--- src/rtl/adc_phase_gen.sv ---
// adc_phase_gen: parametrised multi-phase clock-enable generator.
//
// Divides refclk by a run-time programmable ratio and produces NUM_CLKS square-wave
// enables spaced evenly in phase. Each output can be nudged by one refclk cycle at a
// time. A lock flag asserts after LOCK_PERIODS complete output periods.
//
// Ports:
//   refclk        sole clock
//   rst           synchronous, active-high reset
//   cfg_valid_i   new divide request
//   cfg_div_i     requested divide ratio (values below 2 are treated as 2)
//   cfg_ready_o   divide request can be accepted
//   ps_valid_i    phase-step request
//   ps_sel_i      output index to step (out-of-range indices are ignored)
//   ps_updn_i     1 = delay one cycle (phase +1), 0 = advance (phase -1)
//   ps_ready_o    phase-step request can be accepted
//   outclk_o      divided square-wave enables
//   outstb_o      one-cycle pulse at each output's rising position
//   locked_o      outputs stable for LOCK_PERIODS periods
module adc_phase_gen #(
    parameter int unsigned NUM_CLKS     = 4,
    parameter int unsigned CNT_W        = 8,
    parameter int unsigned DEFAULT_DIV  = 10,
    parameter int unsigned LOCK_PERIODS = 4,
    localparam int unsigned SEL_W       = (NUM_CLKS > 1) ? $clog2(NUM_CLKS) : 1
) (
    input  logic                refclk,
    input  logic                rst,
    input  logic                cfg_valid_i,
    input  logic [CNT_W-1:0]    cfg_div_i,
    output logic                cfg_ready_o,
    input  logic                ps_valid_i,
    input  logic [SEL_W-1:0]    ps_sel_i,
    input  logic                ps_updn_i,
    output logic                ps_ready_o,
    output logic [NUM_CLKS-1:0] outclk_o,
    output logic [NUM_CLKS-1:0] outstb_o,
    output logic                locked_o
);

    localparam int unsigned LOG_N  = $clog2(NUM_CLKS);
    localparam int unsigned PROD_W = CNT_W + LOG_N;
    localparam int unsigned PER_W  = $clog2(LOCK_PERIODS + 1);

    localparam logic [CNT_W-1:0] ONE     = CNT_W'(1);
    localparam logic [CNT_W-1:0] TWO     = CNT_W'(2);
    localparam logic [CNT_W-1:0] DEF_DIV = CNT_W'(DEFAULT_DIV);
    localparam logic [PER_W-1:0] PER_MAX = PER_W'(LOCK_PERIODS);

    // Even phase spread: floor(k * d / NUM_CLKS); NUM_CLKS is a power of two.
    function automatic logic [CNT_W-1:0] spread(input logic [CNT_W-1:0] d, input int unsigned k);
        logic [PROD_W-1:0] prod;
        prod = PROD_W'(k) * PROD_W'(d);
        return CNT_W'(prod >> LOG_N);
    endfunction

    logic [CNT_W-1:0]    cnt_q, cnt_d;
    logic [CNT_W-1:0]    div_q, div_d;
    logic [CNT_W-1:0]    pend_div_q, pend_div_d;
    logic [CNT_W-1:0]    ph_q [NUM_CLKS];
    logic [CNT_W-1:0]    ph_d [NUM_CLKS];
    logic                cfg_pending_q, cfg_pending_d;
    logic [PER_W-1:0]    per_cnt_q, per_cnt_d;
    logic                locked_q, locked_d;
    logic [NUM_CLKS-1:0] outclk_q, outclk_d;
    logic [NUM_CLKS-1:0] outstb_q, outstb_d;

    logic                wrap;
    logic                cfg_xfer;
    logic                ps_xfer;
    logic [CNT_W-1:0]    half;
    logic [CNT_W-1:0]    pos [NUM_CLKS];

    assign cfg_ready_o = ~cfg_pending_q;
    assign ps_ready_o  = ~cfg_pending_q;
    assign outclk_o    = outclk_q;
    assign outstb_o    = outstb_q;
    assign locked_o    = locked_q;

    always_comb begin
        wrap     = (cnt_q == div_q - ONE);
        cfg_xfer = cfg_valid_i & ~cfg_pending_q;
        ps_xfer  = ps_valid_i & ~cfg_pending_q;
        half     = div_q >> 1;

        cnt_d         = cnt_q + ONE;
        div_d         = div_q;
        pend_div_d    = pend_div_q;
        cfg_pending_d = cfg_pending_q;
        per_cnt_d     = per_cnt_q;
        locked_d      = locked_q | (per_cnt_q == PER_MAX);
        outclk_d      = '0;
        outstb_d      = '0;

        for (int k = 0; k < NUM_CLKS; k++) begin
            ph_d[k] = ph_q[k];
            // (cnt - ph) mod div; the CNT_W wrap-around cancels since the result is < div.
            pos[k] = (cnt_q >= ph_q[k]) ? (cnt_q - ph_q[k]) : (cnt_q + (div_q - ph_q[k]));
            outclk_d[k] = (pos[k] < half);
            outstb_d[k] = (pos[k] == '0);
        end

        if (wrap) begin
            cnt_d = '0;
            if (per_cnt_q != PER_MAX) begin
                per_cnt_d = per_cnt_q + PER_W'(1);
            end
        end

        for (int k = 0; k < NUM_CLKS; k++) begin
            if (ps_xfer && (ps_sel_i == SEL_W'(k))) begin
                if (ps_updn_i) begin
                    ph_d[k] = (ph_q[k] == div_q - ONE) ? '0 : ph_q[k] + ONE;
                end else begin
                    ph_d[k] = (ph_q[k] == '0) ? div_q - ONE : ph_q[k] - ONE;
                end
            end
        end

        if (cfg_xfer) begin
            pend_div_d    = (cfg_div_i < TWO) ? TWO : cfg_div_i;
            cfg_pending_d = 1'b1;
        end

        // Applying a new ratio restarts the waveform and discards any phase steps.
        if (wrap && cfg_pending_q) begin
            div_d         = pend_div_q;
            cnt_d         = '0;
            cfg_pending_d = 1'b0;
            per_cnt_d     = '0;
            locked_d      = 1'b0;
            for (int k = 0; k < NUM_CLKS; k++) begin
                ph_d[k] = spread(pend_div_q, k);
            end
        end
    end

    always_ff @(posedge refclk) begin
        if (rst) begin
            cnt_q         <= '0;
            div_q         <= DEF_DIV;
            pend_div_q    <= DEF_DIV;
            cfg_pending_q <= 1'b0;
            per_cnt_q     <= '0;
            locked_q      <= 1'b0;
            outclk_q      <= '0;
            outstb_q      <= '0;
            for (int k = 0; k < NUM_CLKS; k++) begin
                ph_q[k] <= spread(DEF_DIV, k);
            end
        end else begin
            cnt_q         <= cnt_d;
            div_q         <= div_d;
            pend_div_q    <= pend_div_d;
            cfg_pending_q <= cfg_pending_d;
            per_cnt_q     <= per_cnt_d;
            locked_q      <= locked_d;
            outclk_q      <= outclk_d;
            outstb_q      <= outstb_d;
            for (int k = 0; k < NUM_CLKS; k++) begin
                ph_q[k] <= ph_d[k];
            end
        end
    end

endmodule
--- config.mk ---
export PLATFORM = sky130hd
export DESIGN_NAME = adc_phase_gen
export DESIGN_NICKNAME = d
export VERILOG_FILES = /design/src/rtl/adc_phase_gen.sv
export SDC_FILE = /design/constraint.sdc
export NUM_CORES = 1
export LEC_CHECK = 0
export ABC_AREA = 1
export CAP_MARGIN = 20
export CORE_MARGIN = 2
export CORE_UTILIZATION = 55
export DETAILED_ROUTE_END_ITERATION = 12
export GPL_ROUTABILITY_DRIVEN = 0
export GPL_TIMING_DRIVEN = 0
export PLACE_DENSITY = 0.72
export SLEW_MARGIN = 20
export SYNTH_ARGS = -nofsm -noshare
export SYNTH_HDL_FRONTEND = slang
export SYNTH_SLANG_ARGS = --single-unit
--- constraint.sdc ---
create_clock -name refclk -period 4.7 [get_ports refclk]
set_clock_uncertainty 0.15 [all_clocks]
set_input_delay 1.175 -clock refclk [delete_from_list [all_inputs] [get_ports refclk]]
set_output_delay 1.175 -clock refclk [all_outputs]
set_load 0.03 [all_outputs]
==> results of run 1 <==
-- where the power goes --
group / leakage, uW / switching [uW] / internal, uW
Clock: 0.000140 / 323 / 364
Combinational: 0.00502 / 562 / 355
Sequential: 0.000562 / 44.4 / 614
Total: 0.00572 / 929 / 1330
-- kinds of logic (layout without fill, tap and decap cells) --
logic type,after synthesis,in the layout,share of synthesized area (%)
buffers and inverters,316,357,12.5
adder cells (fa/ha/maj),144,144,20.4
AND/OR/NAND/NOR,756,756,32.7
XOR/XNOR,76,76,6.75
flip-flops,69,69,13.7
AO/OA/AOI/OAI,256,256,13.9
-- per-stage QoR --
stage                     cells  util (%)  total power [uW]
final                      1887      60.6              2260
after detailed placement   1871      59.0              1570
after floorplan            1617         -              1350
after CTS                  1887      60.6              2250
after global routing       1887      60.6              2420
after global placement     1871      59.0              1550
-- layer usage --
layer	wire length [um]	track usage, %	vias to the layer above	share of wire, %
li1	-	-	5290	-
met1	13500	42.7	4814	41
met2	14200	52.8	567	43
met3	3730	9.53	137	11
met4	1630	15.9	0	4.9
met5	0	0	-	0
-- final cells by class --
cell class                 count  area share, %
clock buffer                   9           2.07
inverter                     282           9.85
multi-input combinational   1232           68.2
buffer                        34           1.71
timing repair buffer          25           2.30
sequential                    69           12.7
clock inverter                 7          0.529
tap                          229           2.63
-- worst max-delay path by stage --
stage,endpoint,slack [ns]
after global placement,outclk_o[1]$_SDFF_PP0_,0.39
after floorplan,outclk_o[1]$_SDFF_PP0_,1.23
after global routing,outclk_o[1]$_SDFF_PP0_,0.12
after CTS,outclk_o[1]$_SDFF_PP0_,0.31
final,outclk_o[1]$_SDFF_PP0_,0.35
after detailed placement,outclk_o[1]$_SDFF_PP0_,0.35
-- registers in the layout, summed over array words and instances, names as in the netlist --
register and flops:
ph_q 32, outclk_o 4, per_cnt_q 3, div_q 8, cnt_q 8, cfg_pending_q 1
pend_div_q 8, outstb_o 4, locked_o 1
-- worst min-delay path: cells and delay by family (launching register included) --
kind | cells | cell delay, ns
flops | 1 | 0.33
simple gates | 1 | 0.07
compound gates | 1 | 0.05
-- placed cells by master (no fill, tap or decap), types with 2 or more instances in the layout --
cell type,netlist,layout
nand2_1,409,409
inv_1,264,264
nand3_1,126,126
nor2_1,123,123
ha_1,111,111
o21ai_0,106,106
a21oi_1,82,82
dfxtp_1,69,68
xor2_1,58,58
fa_1,33,33
clkdlybuf4s50_1,0,25
nor3_1,26,24
nand4_1,23,23
clkbuf_1,19,19
xnor2_1,17,17
a31oi_1,14,14
o211ai_1,14,14
o21ai_1,14,14
nand2_2,11,11
or2_2,9,9
inv_2,9,9
clkbuf_16,0,9
buf_2,8,8
clkinv_1,8,8
nand3_2,8,8
o21bai_1,6,6
buf_6,6,6
nor2_2,5,5
o22ai_1,5,5
a22oi_1,4,4
clkinv_4,0,4
nand3b_1,3,3
nand2_4,3,3
nor3b_1,3,3
nor2_4,2,2
nor3_2,0,2
nor4_1,2,2
a21o_1,2,2
inv_6,0,2
==> run summary, run 1 <==
setup repair after global routing missed its margin: no
maximum clock frequency: 230 MHz
sum of routed wire length over all layers: 33,000 um
setup-violating endpoint count in the final report: 0
number of synthesized register bits: 69
worst setup path class: reg -> reg
family of cells with the greatest summed delay on the critical path: adder cells
total routing usage reported by global routing: 33.6%
final clock period utilization by the worst path: 92.6%
cell breakdown of the critical path: inv_1 > fa_1 > inv_1 > ha_1 > a21oi_1 > nand2_1 > nand2_1 > nand2_1 > nand2_1 > nand2_1 > xnor2_1 > inv_1 > o21ai_0 > inv_1 > ha_1 > a21oi_1 > o211ai_1 > inv_1 > nand2_1 > nor2_1
result of the run: finished clean
Core Box Area: 0.0180 mm2
placement-stage worst setup slack: 0.347 ns
horizontal extent of the die: 139 um
maximum level of the CTS H-tree: 3
drt drc: 0
Critical Path End Type: flop
critical path data required time: 4.76 ns
RR Startpoint: cnt_q[2]$_SDFF_PP0_
total negative setup slack: 0 ns
HPWL after detailed placement: 24,500 um
port bufs: 25
number of flops mapped to enable cells by yosys: 0
via count of the first global-routing pass: 9,799
critical path launch point: cnt_q[2]$_SDFF_PP0_
Total Die Area: 0.0194 mm2
depth of the worst register-to-register path: 20
setup bufs post-CTS: 0
setup ws final: 0.347 ns
Reg2Reg Capture Point: outclk_o[1]$_SDFF_PP0_
leading cell type by number of instances after synthesis: nand2_1
number of synthesis warnings: 0
wire length of the first global-routing pass: 51,300 um
start point of the worst hold path: per_cnt_q[0]$_SDFFE_PP0P_
height of the die: 139 um
Synth-to-Final Area Change: 8.26%
largest net degree at the start of global routing: 15
Crit path top cell by count: nand2_1
Synth Area per Inst: 6.22 um2
final net count: 1,812
vias per cell: 5.73
starting DRC count in detailed routing: 1,232
multi-input combinational cell area: 0.00743 mm2
hold buffer count at CTS: 0
leakage power: 0.00572 uW
Syn Nets: 1,776
Worst-Skew Late Latency: 0.36 ns
routed len/inst: 17.5 um
TritonCTS sink count: 69
count of unique library cells instantiated by Yosys: 49
worst-path maximum fanout: 8
netlist area before placement: 0.0101 mm2
area share of the largest cell type after synthesis: 15.3%
relative slew slack: 37.6%
Reg2Reg Setup Slack: 0.35 ns
Hold Violations, Final: 0
cell count of the worst hold path: 2
proportion of register bits with asynchronous set or reset after synthesis: 0%
total congestion overflow after global routing: 0
depth of the critical timing path with buffers and inverters included: 20
synthesized netlist cell count: 1,617
hold-critical path endpoint: per_cnt_q[0]$_SDFFE_PP0P_
clock root buffer: clkbuf_16
Critical Path Start Type: flop
Buf+Inv Stages, Crit Path: 5
slew at the pin closest to its max-slew limit: 0.935 ns
data arrival time of the critical path: 4.41 ns
antenna violations before repair: 0
Seq/Total Area, Yosys: 13.7%
Core Rows: 49
minimum clock period: 4.35 ns
leading cell types by count after synthesis: nand2_1, inv_1, nand3_1
Worst path slowest cell: dfxtp_1
cell taking the most area after synthesis: nand2_1
Top FF cell, synth: dfxtp_1
I/O pin total: 26
number of instances resized during post-cts repair: 0
register clock-pin slew on the reported worst setup and hold paths: 0.07 ns
Worst VDD drop: 0.192 mV
Seq. cell area: 0.00138 mm2
Post-DP Area: 0.0106 mm2
largest buffer count on any clock path: 2
critical path's largest stage delay: 0.75 ns
Antenna Cells: 0
Initial Util: 56.0%
pwr/cell area: 208 mW/mm2
final hold slack: 0.341 ns
ranking of synthesized cells by area: nand2_1, ha_1, dfxtp_1, inv_1, fa_1
worst hold-check path type: reg -> reg
count of vias placed by the detailed router: 10,800
filler cell count in the final layout: 1,768
Maximum Capacitance Violations: 0
CTS tree: built
Non-Filler Cell Area, Final: 0.0109 mm2
ratio of cells with drive above 1 in the final layout: 5.19%
first-pass iteration count of the detailed router: 9
final number of max-transition violations: 0
antenna viol nets, final: 0
total CTS buffers: 9
Power figures use the tool's default switching activity.
==> run 2: changes to the inputs <==
Settings changed: CAP_MARGIN 20 to default, CTS_BUF_LIST from default to sky130_fd_sc_hd__clkbuf_2 sky130_fd_sc_hd__clkbuf_4 sky130_fd_sc_hd__clkbuf_8, MAX_ROUTING_LAYER from default to met4.
==> run summary, run 2 (synthesized netlist as in run 1, its figures left out) <==
relative slew slack: 38.2% (was 37.6%)
Synth-to-Final Area Change: 7.25% (was 8.26%)
Int Pwr: 1170 uW (was 1330 uW)
final number of max-transition violations: 0 (unchanged)
Worst path slowest cell: dfxtp_1 (unchanged)
data arrival time of the critical path: 4.39 ns (was 4.41 ns)
count of vias placed by the detailed router: 10,800 (about the same)
final net count: 1,812 (unchanged)
TritonCTS sink count: 69 (unchanged)
HPWL after detailed placement: 24,500 um (unchanged)
Worst VDD drop: 0.125 mV (was 0.192 mV)
leakage power: 0.00568 uW (was 0.00572 uW)
number of flip-flops under the largest register name: 32 (unchanged)
number of instances resized during post-cts repair: 0 (unchanged)
register containing the most flip-flops in the final layout: ph_q (unchanged)
clock root buffer: clkbuf_8 (was clkbuf_16)
Hold Violations, Final: 0 (unchanged)
wire length of the first global-routing pass: 51,000 um (was 51,300 um)
ratio of cells with drive above 1 in the final layout: 5.19% (unchanged)
maximum level of the CTS H-tree: 3 (unchanged)
Critical Path Start Type: flop (unchanged)
Initial Util: 56.0% (unchanged)
Core Rows: 49 (unchanged)
worst hold-check path type: reg -> reg (unchanged)
I/O pin total: 26 (unchanged)
Antenna Cells: 0 (unchanged)
part of the power in combinational logic: 44.1% (was 40.5%)
Critical Path End Type: flop (unchanged)
Maximum Capacitance Violations: 0 (unchanged)
antenna viol nets, final: 0 (unchanged)
height of the die: 139 um (unchanged)
critical path data required time: 4.79 ns (was 4.76 ns)
Inst Count DP: 1,871 (unchanged)
Worst-Skew Late Latency: 0.40 ns (was 0.36 ns)
largest buffer count on any clock path: 2 (unchanged)
total CTS buffers: 9 (unchanged)
leading cell type in the layout, fill and taps excluded: nand2_1 (unchanged)
hold buffer count at CTS: 0 (unchanged)
register clock-pin slew on the reported worst setup and hold paths: 0.10 ns (was 0.07 ns)
starting DRC count in detailed routing: 1,146 (was 1,232)
minimum clock period: 4.30 ns (was 4.35 ns)
port bufs: 25 (unchanged)
commonest non-fill, non-tap cells in the layout: nand2_1, inv_1, nand3_1 (unchanged)
first-pass iteration count of the detailed router: 6 (was 9)
Total Die Area: 0.0194 mm2 (unchanged)
maximum clock frequency: 233 MHz (was 230 MHz)
Cell Count, Final, Fillers Out: 1,887 (unchanged)
total negative setup slack: 0 ns (unchanged)
total congestion overflow after global routing: 0 (unchanged)
largest net degree at the start of global routing: 15 (unchanged)
fraction of power consumed by sequential logic: 31.7% (was 29.1%)
total routing usage reported by global routing: 34.4% (was 33.6%)
vias per cell: 5.71 (was 5.73)
via count of the first global-routing pass: 9,679 (was 9,799)
routed len/inst: 17.4 um (was 17.5 um)
setup bufs post-CTS: 0 (unchanged)
Sw Share: 43.8% (was 41.1%)
setup-violating endpoint count in the final report: 0 (unchanged)
antenna violations before repair: 0 (unchanged)
worst-path maximum fanout: 8 (unchanged)
critical path's largest stage delay: 0.73 ns (was 0.75 ns)
final clock period utilization by the worst path: 91.4% (was 92.6%)
horizontal extent of the die: 139 um (unchanged)
pwr/cell area: 192 mW/mm2 (was 208 mW/mm2)
drt drc: 0 (unchanged)
net switching power: 910 uW (was 929 uW)
slew at the pin closest to its max-slew limit: 0.926 ns (was 0.935 ns)
setup repair after global routing missed its margin: no (unchanged)
Core Box Area: 0.0180 mm2 (unchanged)
CTS tree: built (unchanged)
worst setup path class: reg -> reg (unchanged)
sum of routed wire length over all layers: 32,700 um (was 33,000 um)
result of the run: finished clean (unchanged)
cell breakdown of the critical path: inv_1 > fa_1 > inv_1 > ha_1 > a21oi_1 > nand2_1 > nand2_1 > nand2_1 > nand2_1 > nand2_1 > xnor2_1 > inv_1 > o21ai_0 > inv_1 > ha_1 > a21oi_1 > o211ai_1 > inv_1 > nand2_1 > nor2_1 (unchanged)
Crit path top cell by count: nand2_1 (unchanged)
power share of the clock group: 24.3% (was 30.4%)
[run 2: cell types whose count changed in the layout (fill, tap and decap cells not counted)]
cell,change
clkbuf_16,-9
clkbuf_8,+9
[run 2: path summary, 6_finish.rpt]
check,startpoint,to,slack [ns],cells after the start
hold reg to reg,per_cnt_q[0]$_SDFFE_PP0P_,per_cnt_q[0]$_SDFFE_PP0P_,0.35,2
hold / removal,per_cnt_q[0]$_SDFFE_PP0P_,per_cnt_q[0]$_SDFFE_PP0P_,0.35,2
setup reg to reg,cnt_q[2]$_SDFF_PP0_,outclk_o[1]$_SDFF_PP0_,0.40,20
setup / recovery,cnt_q[2]$_SDFF_PP0_,outclk_o[1]$_SDFF_PP0_,0.40,20
[run 2: per-stage QoR]
stage	total power (uW)	cell area, um2	utilization (%)	setup slack (ns)	hold WS (ns)
6_report	2080	10800	60.1	0.405	0.347
5_1_grt	2230	10800	60.1	0.125	0.367
4_1_cts	2060	10800	60.0	0.306	0.351
3_5_place_dp	1570	10600	59.0	0.347	0.337
3_3_place_gp	1550	10600	59.0	0.392	0.316
2_1_floorplan	1350	10100	-	1.23	0.307
[run 2: cell type report]
class	count	area (um2)
plain buffers	34	186
clock inverters	7	57.6
repair buffers	25	250
multi-input cells	1232	7430
well taps	229	287
inverters	282	1070
clock buffers	9	124
flip-flops and latches	69	1380
fillers	1782	7180
[run 2: power groups by stage]
stage | combinational (uW) | clock (uW) | sequential, uW
finish | 915 | 504 | 657
global route | 1050 | 517 | 660
detailed placement | 901 | 0 | 669
CTS | 905 | 502 | 656
floorplan | 673 | 0 | 674
global placement | 883 | 0 | 669
[run 2: metal layers]
metal	share of wire, %	GRT usage [%]	vias to the layer above
met2	43	52.7	558
met3	12	8.81	120
met1	41	43.0	4796
li1	-	-	5297
met5	0	-	-
met4	4.6	14.7	0
[run 2: critical path, delay by kind of cell, from the launching register on]
| kind | cells | cell delay [ns] |
|---|---|---|
| AO/OA/AOI/OAI | 4 | 0.66 |
| XOR/XNOR | 1 | 0.15 |
| flip-flops | 1 | 0.73 |
| buffers and inverters | 5 | 0.68 |
| AND/OR/NAND/NOR | 7 | 0.47 |
| adder cells (fa/ha/maj) | 3 | 1.29 |
==> run 3: changes to the inputs <==
Settings changed: CAP_MARGIN from default to 20, TNS_END_PERCENT from default to 10.
==> results of run 3 <==
The final DEF is identical to that of run 2; final timing and power are the same.
